<file path="src/rtl/id_issue_ctrl.sv">
// Decode-stage issue controller: holds the IF->ID instruction register and forwards operands.
// It also tracks long-latency destinations in a scoreboard and stalls issue until operands are ready.
module id_issue_ctrl #(
  parameter int NUM_FWD  = 3,
  parameter int XLEN     = 32,
  parameter int ADDR_W   = 32,
  parameter int MAX_LONG = 4
) (
  input  logic                    clk,
  input  logic                    reset,
  // IF side
  input  logic                    in_valid,
  output logic                    in_allowin,
  input  logic [31:0]             in_inst,
  input  logic [ADDR_W-1:0]       in_pc,
  input  logic                    flush,
  output logic [31:0]             held_inst,
  output logic [ADDR_W-1:0]       held_pc,
  // decoder view of the held instruction
  input  logic [4:0]              rs1_addr,
  input  logic [4:0]              rs2_addr,
  input  logic                    need_rs1,
  input  logic                    need_rs2,
  input  logic [4:0]              dst_addr,
  input  logic                    dst_long,
  input  logic [XLEN-1:0]         rf_rdata1,
  input  logic [XLEN-1:0]         rf_rdata2,
  // downstream forwarding sources
  input  logic [NUM_FWD-1:0]      fwd_we,
  input  logic [NUM_FWD-1:0]      fwd_pending,
  input  logic [5*NUM_FWD-1:0]    fwd_waddr,
  input  logic [XLEN*NUM_FWD-1:0] fwd_wdata,
  // long-latency completion
  input  logic                    lat_done,
  input  logic [4:0]              lat_done_addr,
  // EX side
  output logic                    out_valid,
  input  logic                    out_allowin,
  output logic [XLEN-1:0]         rs1_value,
  output logic [XLEN-1:0]         rs2_value,
  output logic [1:0]              stall_cause
);

  localparam int CNT_W = $clog2(MAX_LONG + 1);
  localparam logic [CNT_W-1:0] CNT_MAX = CNT_W'(MAX_LONG);

  typedef struct packed {
    logic            hit;
    logic            pend;
    logic [XLEN-1:0] data;
  } fwd_t;

  // Nearest stage wins, so scan from farthest to nearest and let later hits override.
  function automatic fwd_t fwd_pick(
    input logic [4:0]              src,
    input logic [XLEN-1:0]         rf,
    input logic [NUM_FWD-1:0]      we,
    input logic [NUM_FWD-1:0]      pend,
    input logic [5*NUM_FWD-1:0]    waddr,
    input logic [XLEN*NUM_FWD-1:0] wdata
  );
    fwd_t r;
    r.hit  = 1'b0;
    r.pend = 1'b0;
    r.data = rf;
    for (int i = NUM_FWD - 1; i >= 0; i--) begin
      if (we[i] && (src != 5'd0) && (waddr[i*5 +: 5] == src)) begin
        r.hit  = 1'b1;
        r.pend = pend[i];
        r.data = wdata[i*XLEN +: XLEN];
      end
    end
    return r;
  endfunction

  logic              ds_valid_q, ds_valid_d;
  logic [31:0]       inst_q, inst_d;
  logic [ADDR_W-1:0] pc_q, pc_d;
  logic [31:0]       busy_q, busy_d;
  logic [CNT_W-1:0]  count_q, count_d;

  fwd_t fwd1, fwd2;
  logic pend_stall, sb_stall, full_stall;
  logic src1_busy, src2_busy, waw;
  logic ready_go, issue, load, set_en, clr_en;

  // ---- operand forwarding ----
  always_comb begin
    fwd1 = fwd_pick(rs1_addr, rf_rdata1, fwd_we, fwd_pending, fwd_waddr, fwd_wdata);
    fwd2 = fwd_pick(rs2_addr, rf_rdata2, fwd_we, fwd_pending, fwd_waddr, fwd_wdata);
  end

  assign rs1_value = fwd1.data;
  assign rs2_value = fwd2.data;

  // ---- hazard detection ----
  always_comb begin
    pend_stall = (need_rs1 && fwd1.hit && fwd1.pend) ||
                 (need_rs2 && fwd2.hit && fwd2.pend);
    // a completion in this cycle releases a waiting source immediately
    src1_busy  = need_rs1 && (rs1_addr != 5'd0) && busy_q[rs1_addr] &&
                 !(lat_done && (lat_done_addr == rs1_addr));
    src2_busy  = need_rs2 && (rs2_addr != 5'd0) && busy_q[rs2_addr] &&
                 !(lat_done && (lat_done_addr == rs2_addr));
    waw        = (dst_addr != 5'd0) && busy_q[dst_addr];
    sb_stall   = src1_busy || src2_busy || waw;
    full_stall = dst_long && (count_q == CNT_MAX) && !lat_done;

    stall_cause = 2'd0;
    if (ds_valid_q) begin
      if (pend_stall)      stall_cause = 2'd1;
      else if (sb_stall)   stall_cause = 2'd2;
      else if (full_stall) stall_cause = 2'd3;
    end
  end

  assign ready_go   = (stall_cause == 2'd0);
  assign in_allowin = !ds_valid_q || (ready_go && out_allowin);
  assign out_valid  = ds_valid_q && ready_go && !flush;
  assign issue      = out_valid && out_allowin;
  assign load       = in_valid && in_allowin && !flush;
  assign held_inst  = inst_q;
  assign held_pc    = pc_q;

  // ---- held register next state ----
  always_comb begin
    ds_valid_d = ds_valid_q;
    inst_d     = inst_q;
    pc_d       = pc_q;
    if (flush) begin
      ds_valid_d = 1'b0;
    end else if (load) begin
      ds_valid_d = 1'b1;
      inst_d     = in_inst;
      pc_d       = in_pc;
    end else if (issue) begin
      ds_valid_d = 1'b0;
    end
  end

  // ---- scoreboard next state ----
  always_comb begin
    set_en  = issue && dst_long && (dst_addr != 5'd0);
    // completions for registers not marked busy are stale and ignored
    clr_en  = lat_done && (lat_done_addr != 5'd0) && busy_q[lat_done_addr];
    busy_d  = busy_q;
    count_d = count_q;
    if (clr_en) busy_d[lat_done_addr] = 1'b0;
    if (set_en) busy_d[dst_addr]      = 1'b1;
    if (set_en && !clr_en && (count_q != CNT_MAX))
      count_d = count_q + 1'b1;
    else if (!set_en && clr_en && (count_q != '0))
      count_d = count_q - 1'b1;
  end

  // ---- state registers ----
  always_ff @(posedge clk) begin
    if (reset) begin
      ds_valid_q <= 1'b0;
      inst_q     <= '0;
      pc_q       <= '0;
      busy_q     <= '0;
      count_q    <= '0;
    end else begin
      ds_valid_q <= ds_valid_d;
      inst_q     <= inst_d;
      pc_q       <= pc_d;
      busy_q     <= busy_d;
      count_q    <= count_d;
    end
  end

endmodule
</file>
<file path="config.mk">
export PLATFORM = sky130hd
export DESIGN_NAME = id_issue_ctrl
export DESIGN_NICKNAME = d
export VERILOG_FILES = /design/src/rtl/id_issue_ctrl.sv
export SDC_FILE = /design/constraint.sdc
export NUM_CORES = 1
export LEC_CHECK = 0
export CORE_MARGIN = 3
export CORE_UTILIZATION = 30
export DETAILED_ROUTE_END_ITERATION = 12
export HOLD_SLACK_MARGIN = 0.05
export SYNTH_ARGS = -nofsm -noshare
export SYNTH_HDL_FRONTEND = slang
export SYNTH_SLANG_ARGS = --single-unit
</file>
<file path="constraint.sdc">
create_clock -name clk -period 5.2 [get_ports clk]
set_clock_uncertainty 0.1 [all_clocks]
set_input_delay 0.78 -clock clk [delete_from_list [all_inputs] [get_ports clk]]
set_output_delay 0.78 -clock clk [all_outputs]
set_load 0.005 [all_outputs]
</file>
---- Yosys cells after proc, flatten, opt, wreduce, memory -nomap -nowiden ----
Index checks and enable logic that the tools add are counted.
word-level totals
  register bits after elaboration ......... 100
  bits of input ports ..................... 274
  output and inout port bits .............. 132
cells by class
  add/subtract/negate cells ............... 2
  order comparisons ....................... 6
  equality and inequality tests ........... 10
  multiplexer cells ....................... 28
  bitwise operators ....................... 4
  reductions and logical operators ........ 64
operator list
  operator             number
  $mux 34              6
  $mux 32              2
  $logic_and 1x1->1    43
  $eq 5x5->1           8
  $and 32x32->32       1
  $not 32->32          1
  $or 32x32->32        1
  $lt 5x6->1 const B   4
  $bmux 1 s5           4
  $reduce_bool 5->1    4
  $demux 1 s5          2
  $ge 5x1->1 const B   2
  $mux 1               8
  $mux 2               4
  $logic_not 1->1      7
  $mux 3               2
  $logic_or 1x1->1     4
  $reduce_bool 2->1    2
  $add 3x1->3 const B  1
  $eq 3x3->1 const B   1
  $ne 3x3->1 const B   1
  $reduce_bool 3->1    1
  $sub 3x1->3 const B  1
  $logic_not 2->1      1
  other kinds (3)      3

---- Logic depth before layout (Yosys ltp) ----
  word-level depth ........................ 22
  gate-level depth with buffers ........... 15

---- Worst setup path before layout ----
No wires, ideal clock.
  path kind ............................... input -> register
  start ................................... in dst_addr[0]
  end ..................................... reg count_q[2]
  library setup time ...................... 65 ps
  data arrival time ....................... 4447 ps
  setup slack ............................. 588 ps
  stages on the path ...................... 15
  cells stage by stage .................... clkbuf_1 clkbuf_1 mux2i_1 o22ai_1 o21ai_0 nand3_1 o21ai_0 o211ai_2 or4_4 buf_6 nand3b_1 fa_1 or3_1 mux4_2 nor2_1
between the ends
  longest elaborated chain between the ends .. 17
  elaborated cells between the ends (all ways) .. 21
RTL lines
  element                             RTL line  text
  start, declared                     24        input logic [4:0] dst_addr,
  $bmux 1 s5                          105       waw = (dst_addr != 5'd0) && busy_q[dst_addr];
  $mux 1 (implied by the code)        105
  $logic_and 1x1->1                   105
  $logic_or 1x1->1                    106       sb_stall = src1_busy || src2_busy || waw;
  $mux 2                              112       else if (sb_stall) stall_cause = 2'd2;
  $mux 2                              111       if (pend_stall) stall_cause = 2'd1;
  $mux 2                              110       if (ds_valid_q) begin
  $logic_not 2->1                     117       assign ready_go = (stall_cause == 2'd0);
  $logic_and 1x1->1 (2 in a row)      119       assign out_valid = ds_valid_q && ready_go && !flush;
  $logic_and 1x1->1                   120       assign issue = out_valid && out_allowin;
  $logic_and 1x1->1                   143       set_en = issue && dst_long && (dst_addr != 5'd0);
  $logic_and 1x1->1 *                 143
  $logic_not 1->1                     152       else if (!set_en && clr_en && (count_q != '0))
  $logic_and 1x1->1 (2 in a row)      152
  $reduce_bool 2->1 (no source line)  --
  end signal, assigned                169       count_q <= count_d;
  end, declared                       80        logic [CNT_W-1:0] count_q, count_d;
Mark *: on every way between the ends. The rest lies on a longest branch, timed or not. The select of a mux whose other input is x is not followed.
A chain may end at the register's enable or synchronous reset.

---- Final worst setup path ----
  start ................................... in rs1_addr[1]
  end ..................................... out in_allowin
between the ends
  longest elaborated chain between the ends .. 14
  elaborated cells between the ends (all ways) .. 32
RTL lines
  element                                                             RTL line  text
  start, declared                                                     20        input logic [4:0] rs1_addr,
  parallel branches: the longest is 9 deep, another holds $bmux 1 s5  --
  $mux 2 *                                                            111
  $mux 2 *                                                            110
  $logic_not 2->1 *                                                   117
  $logic_and 1x1->1 *                                                 118       assign in_allowin = !ds_valid_q || (ready_go && out_allowin);
  $logic_or 1x1->1 *                                                  118
  end, declared                                                       13        output logic in_allowin,
Mark *: on every way between the ends. The select of a mux whose other input is x is not followed.

==> reports/summary.md <==
Run status
- result of the run: finished, final reports clean

Setup path
- Arrival @ worst endpoint: 4.12 ns
- beginning of the worst register-to-register path: busy_q[4]
- Worst Path Class, Setup: primary input to primary output
- critical path launch point type: primary input
- CP endpoint kind: primary output
- data required time at the worst endpoint: 4.32 ns
- setup slack, reg-to-reg: 1.25 ns
- Crit. Startpoint: rs1_addr[1]
- r2r endpoint: count_q[2]
- Worst Reg-to-Reg Cells: 12
- critical path fanouts, max: 5

Clock network
- H-Tree Depth: 3
- TritonCTS buffer count: 9
- Skew-Pair Late Insertion Delay: 0.35 ns
- clock slew seen by the registers of the worst setup and hold paths: 0.08 ns
- Clock Sink Count: 100
- CTS root buffer: clkbuf_16
- clk buf depth: 2
- CTS tree: built

Floorplan
- Top-Level Pins: 406
- number of standard-cell rows in the floorplan: 57
- starting density of the core: 0.310
- die outline area: 0.0274 mm^2
- placeable core area: 0.0247 mm^2
- Chip Height: 166 um
- die width: 166 um

Global routing
- total grt overflow: 0
- maximum number of pins on one net before global-route repair: 65
- first-pass GRT wire length: 54,300 um
- total global routing track utilization: 0.252
- via count of the first global-routing pass: 8,579
- initial antenna violation count: 5

Worst hold path
- hold path depth: 2
- hold path startpoint: held_pc[13]
- min-delay worst type: flop to flop
- Worst Hold End: held_pc[13]

Synthesis
- Primary FF master, synth: dfxtp_1
- Cell Area, Synth: 0.00765 mm^2
- number of flip-flops and latches in the synthesized netlist: 100
- Seq/Total Area, Yosys: 0.262
- Mapped Avg Cell Area: 8.43 um^2
- post-synth net total: 1,182
- asr flop ratio synth: 0
- Netlist cell types: 57
- EDFF count, synth: 0
- gate count of the mapped netlist: 907
- Synth warnings: 0

Timing
- final-layout setup total negative slack: 0 ns
- RSZ-0062 raised after global routing: no
- fin worst setup slack: 0.204 ns
- minimum clock period after layout: 5.00 ns
- final count of pins violating max slew: 0
- Setup violations, final: 0
- period utilization: 0.961
- slew of the pin with the lowest slew margin: 0.841 ns
- max frequency: 200 MHz
- max-slew headroom at the worst pin: 0.438
- final hold violation count: 0

Detailed routing
- detailed-route wire length: 36,000 um
- via density per instance: 5.35
- routed wire length per instance: 22.4 um
- residual antenna-violating net count after detailed routing: 0
- Via Count: 8,616
- TritonRoute pass-1 iters: 5
- DRC marker count from the first detailed-route iteration: 627
- remaining design rule violation count: 0

Placement
- global placer's final weighted congestion: 0.986
- number of placed instances, taps included: 1,592
- dpl hpwl: 28,400 um
- minimum setup slack after placement: 0.0922 ns
- IO buf count: 405

Cells and area
- fill count: 2,371
- Final Instance Count excl. Fillers: 1,609
- fraction of final layout cells sized beyond drive strength 1: 0.0880
- final net count: 1,554
- area grow syn2layout: 62.8%

Power and ir drop
- maximum vdd drop: 0.000144 V
- Lkg Pwr: 5.31 nW
- Power, Total: 2.27 mW
- PwrDens: 182 mW/mm^2

Job
- max-capacitance violation count: 0

==> layout by cell type, fill, tap and decap left out, types with 3 or more instances in the layout <==
| cell | count |
|---|---|
| clkdlybuf4s50_1 | 404 |
| mux2i_1 | 146 |
| nor2_1 | 138 |
| dfxtp_1 | 100 |
| o21ai_0 | 56 |
| nand2_1 | 46 |
| a21oi_1 | 45 |
| buf_4 | 34 |
| a211oi_1 | 33 |
| a21o_1 | 33 |
| mux4_2 | 27 |
| xnor2_1 | 21 |
| xor2_1 | 20 |
| o211ai_1 | 15 |
| inv_1 | 11 |
| nand3b_1 | 11 |
| or3_1 | 9 |
| clkbuf_16 | 9 |
| or4_1 | 8 |
| nand4_1 | 8 |
| o21ai_2 | 8 |
| o311ai_0 | 8 |
| nand3_1 | 7 |
| nor3b_1 | 6 |
| buf_12 | 6 |
| nor2b_1 | 5 |
| nor4_2 | 4 |
| nand4b_1 | 4 |
| mux2_2 | 4 |
| nand2b_1 | 4 |
| nor3_1 | 4 |
| or3b_2 | 4 |
| nor4_1 | 3 |
| o22ai_1 | 3 |
| o32ai_1 | 3 |
| o21ai_1 | 3 |
| clkinv_4 | 3 |
==> routing by layer <==
metal	wire length [um]	share of wire	global-route usage
met5	50	0.0014	0
met4	1650	0.046	0.112
met3	3280	0.091	0.0775
met2	16800	0.47	0.413
met1	14200	0.39	0.306
==> what timing repair did <==
| item | CTS | global route |
|---|---|---|
| gates resized for setup | 0 | 1 |
| setup endpoints to repair | 0 | 5 |
| buffers inserted | 0 | 0 |
| hold buffers | 0 | 0 |
==> through the flow <==
| step | hold WS (ns) | utilization | area [um^2] |
|---|---|---|---|
| after floorplan | 0.375 | - | 7650 |
| after global placement | 0.373 | 0.492 | 12100 |
| after detailed placement | 0.386 | 0.492 | 12100 |
| after CTS | 0.405 | 0.504 | 12400 |
| after global routing | 0.422 | 0.505 | 12400 |
| final | 0.396 | 0.505 | 12400 |
==> power breakdown <==
group	leakage, nW	internal (mW)	switching [mW]	total, mW
registers	0.814	0.797	0.0163	0.813
clock network	0.148	0.381	0.322	0.704
logic	4.35	0.447	0.302	0.749
total	5.31	1.63	0.640	2.27
==> worst max path at each step <==
stage                      end  slack (ns)  depth (start not counted)
floorplan           count_q[2]        0.59                         15
detailed placement  count_q[2]        0.09                         14
global placement    count_q[2]        0.16                         14
finish              in_allowin        0.20                          9
CTS                 in_allowin        0.20                          9
global route        in_allowin        0.02                          9
==> logic make-up after synthesis <==
family	after synthesis	synth area share
buffers and inverters	95	0.0540
adder cells (fa/ha/maj)	1	0.00262
multiplexers	177	0.277
AO/OA/AOI/OAI	222	0.189
flip-flops	100	0.262
AND/OR/NAND/NOR	271	0.169
XOR/XNOR	41	0.0470
==> registers in the layout (all words and copies together), names as in the netlist <==
signal      flops
ds_valid_q      1
count_q         3
busy_q         32
held_inst      32
held_pc        32
==> layout make-up <==
class | instances | area [um^2] | area share
multi-input combinational | 712 | 5270 | 0.423
inverter | 11 | 41.3 | 0.00332
tap | 324 | 405 | 0.0326
antenna | 1 | 2.50 | 0.000201
clock buffer | 9 | 225 | 0.0181
timing repair buffer | 445 | 4420 | 0.355
sequential | 100 | 2000 | 0.161
clock inverter | 7 | 83.8 | 0.00673
==> cell usage after synthesis (all sizes together) (20+ instances only) <==
library cell  instances  area, um^2
dfxtp               100        2000
mux2i               146        1460
a21oi                45         225
a211oi               33         248
a21o                 33         248
xnor2                21         184
nand2                48         180
o21ai                67         365
xor2                 20         175
nor2                140         536
mux4                 27         608
clkbuf               53         200
buf                  31         171
==> critical path, cell delays in order <==
cell	delay, ns
clkdlybuf4s50_1	0.56
or4_4	0.17
nor2_4	0.04
or4_2	0.72
a41o_1	0.26
a31o_1	0.30
or3_1	0.42
o21ai_0	0.24
clkdlybuf4s50_1	0.62
Power figures use the tool's default switching activity.
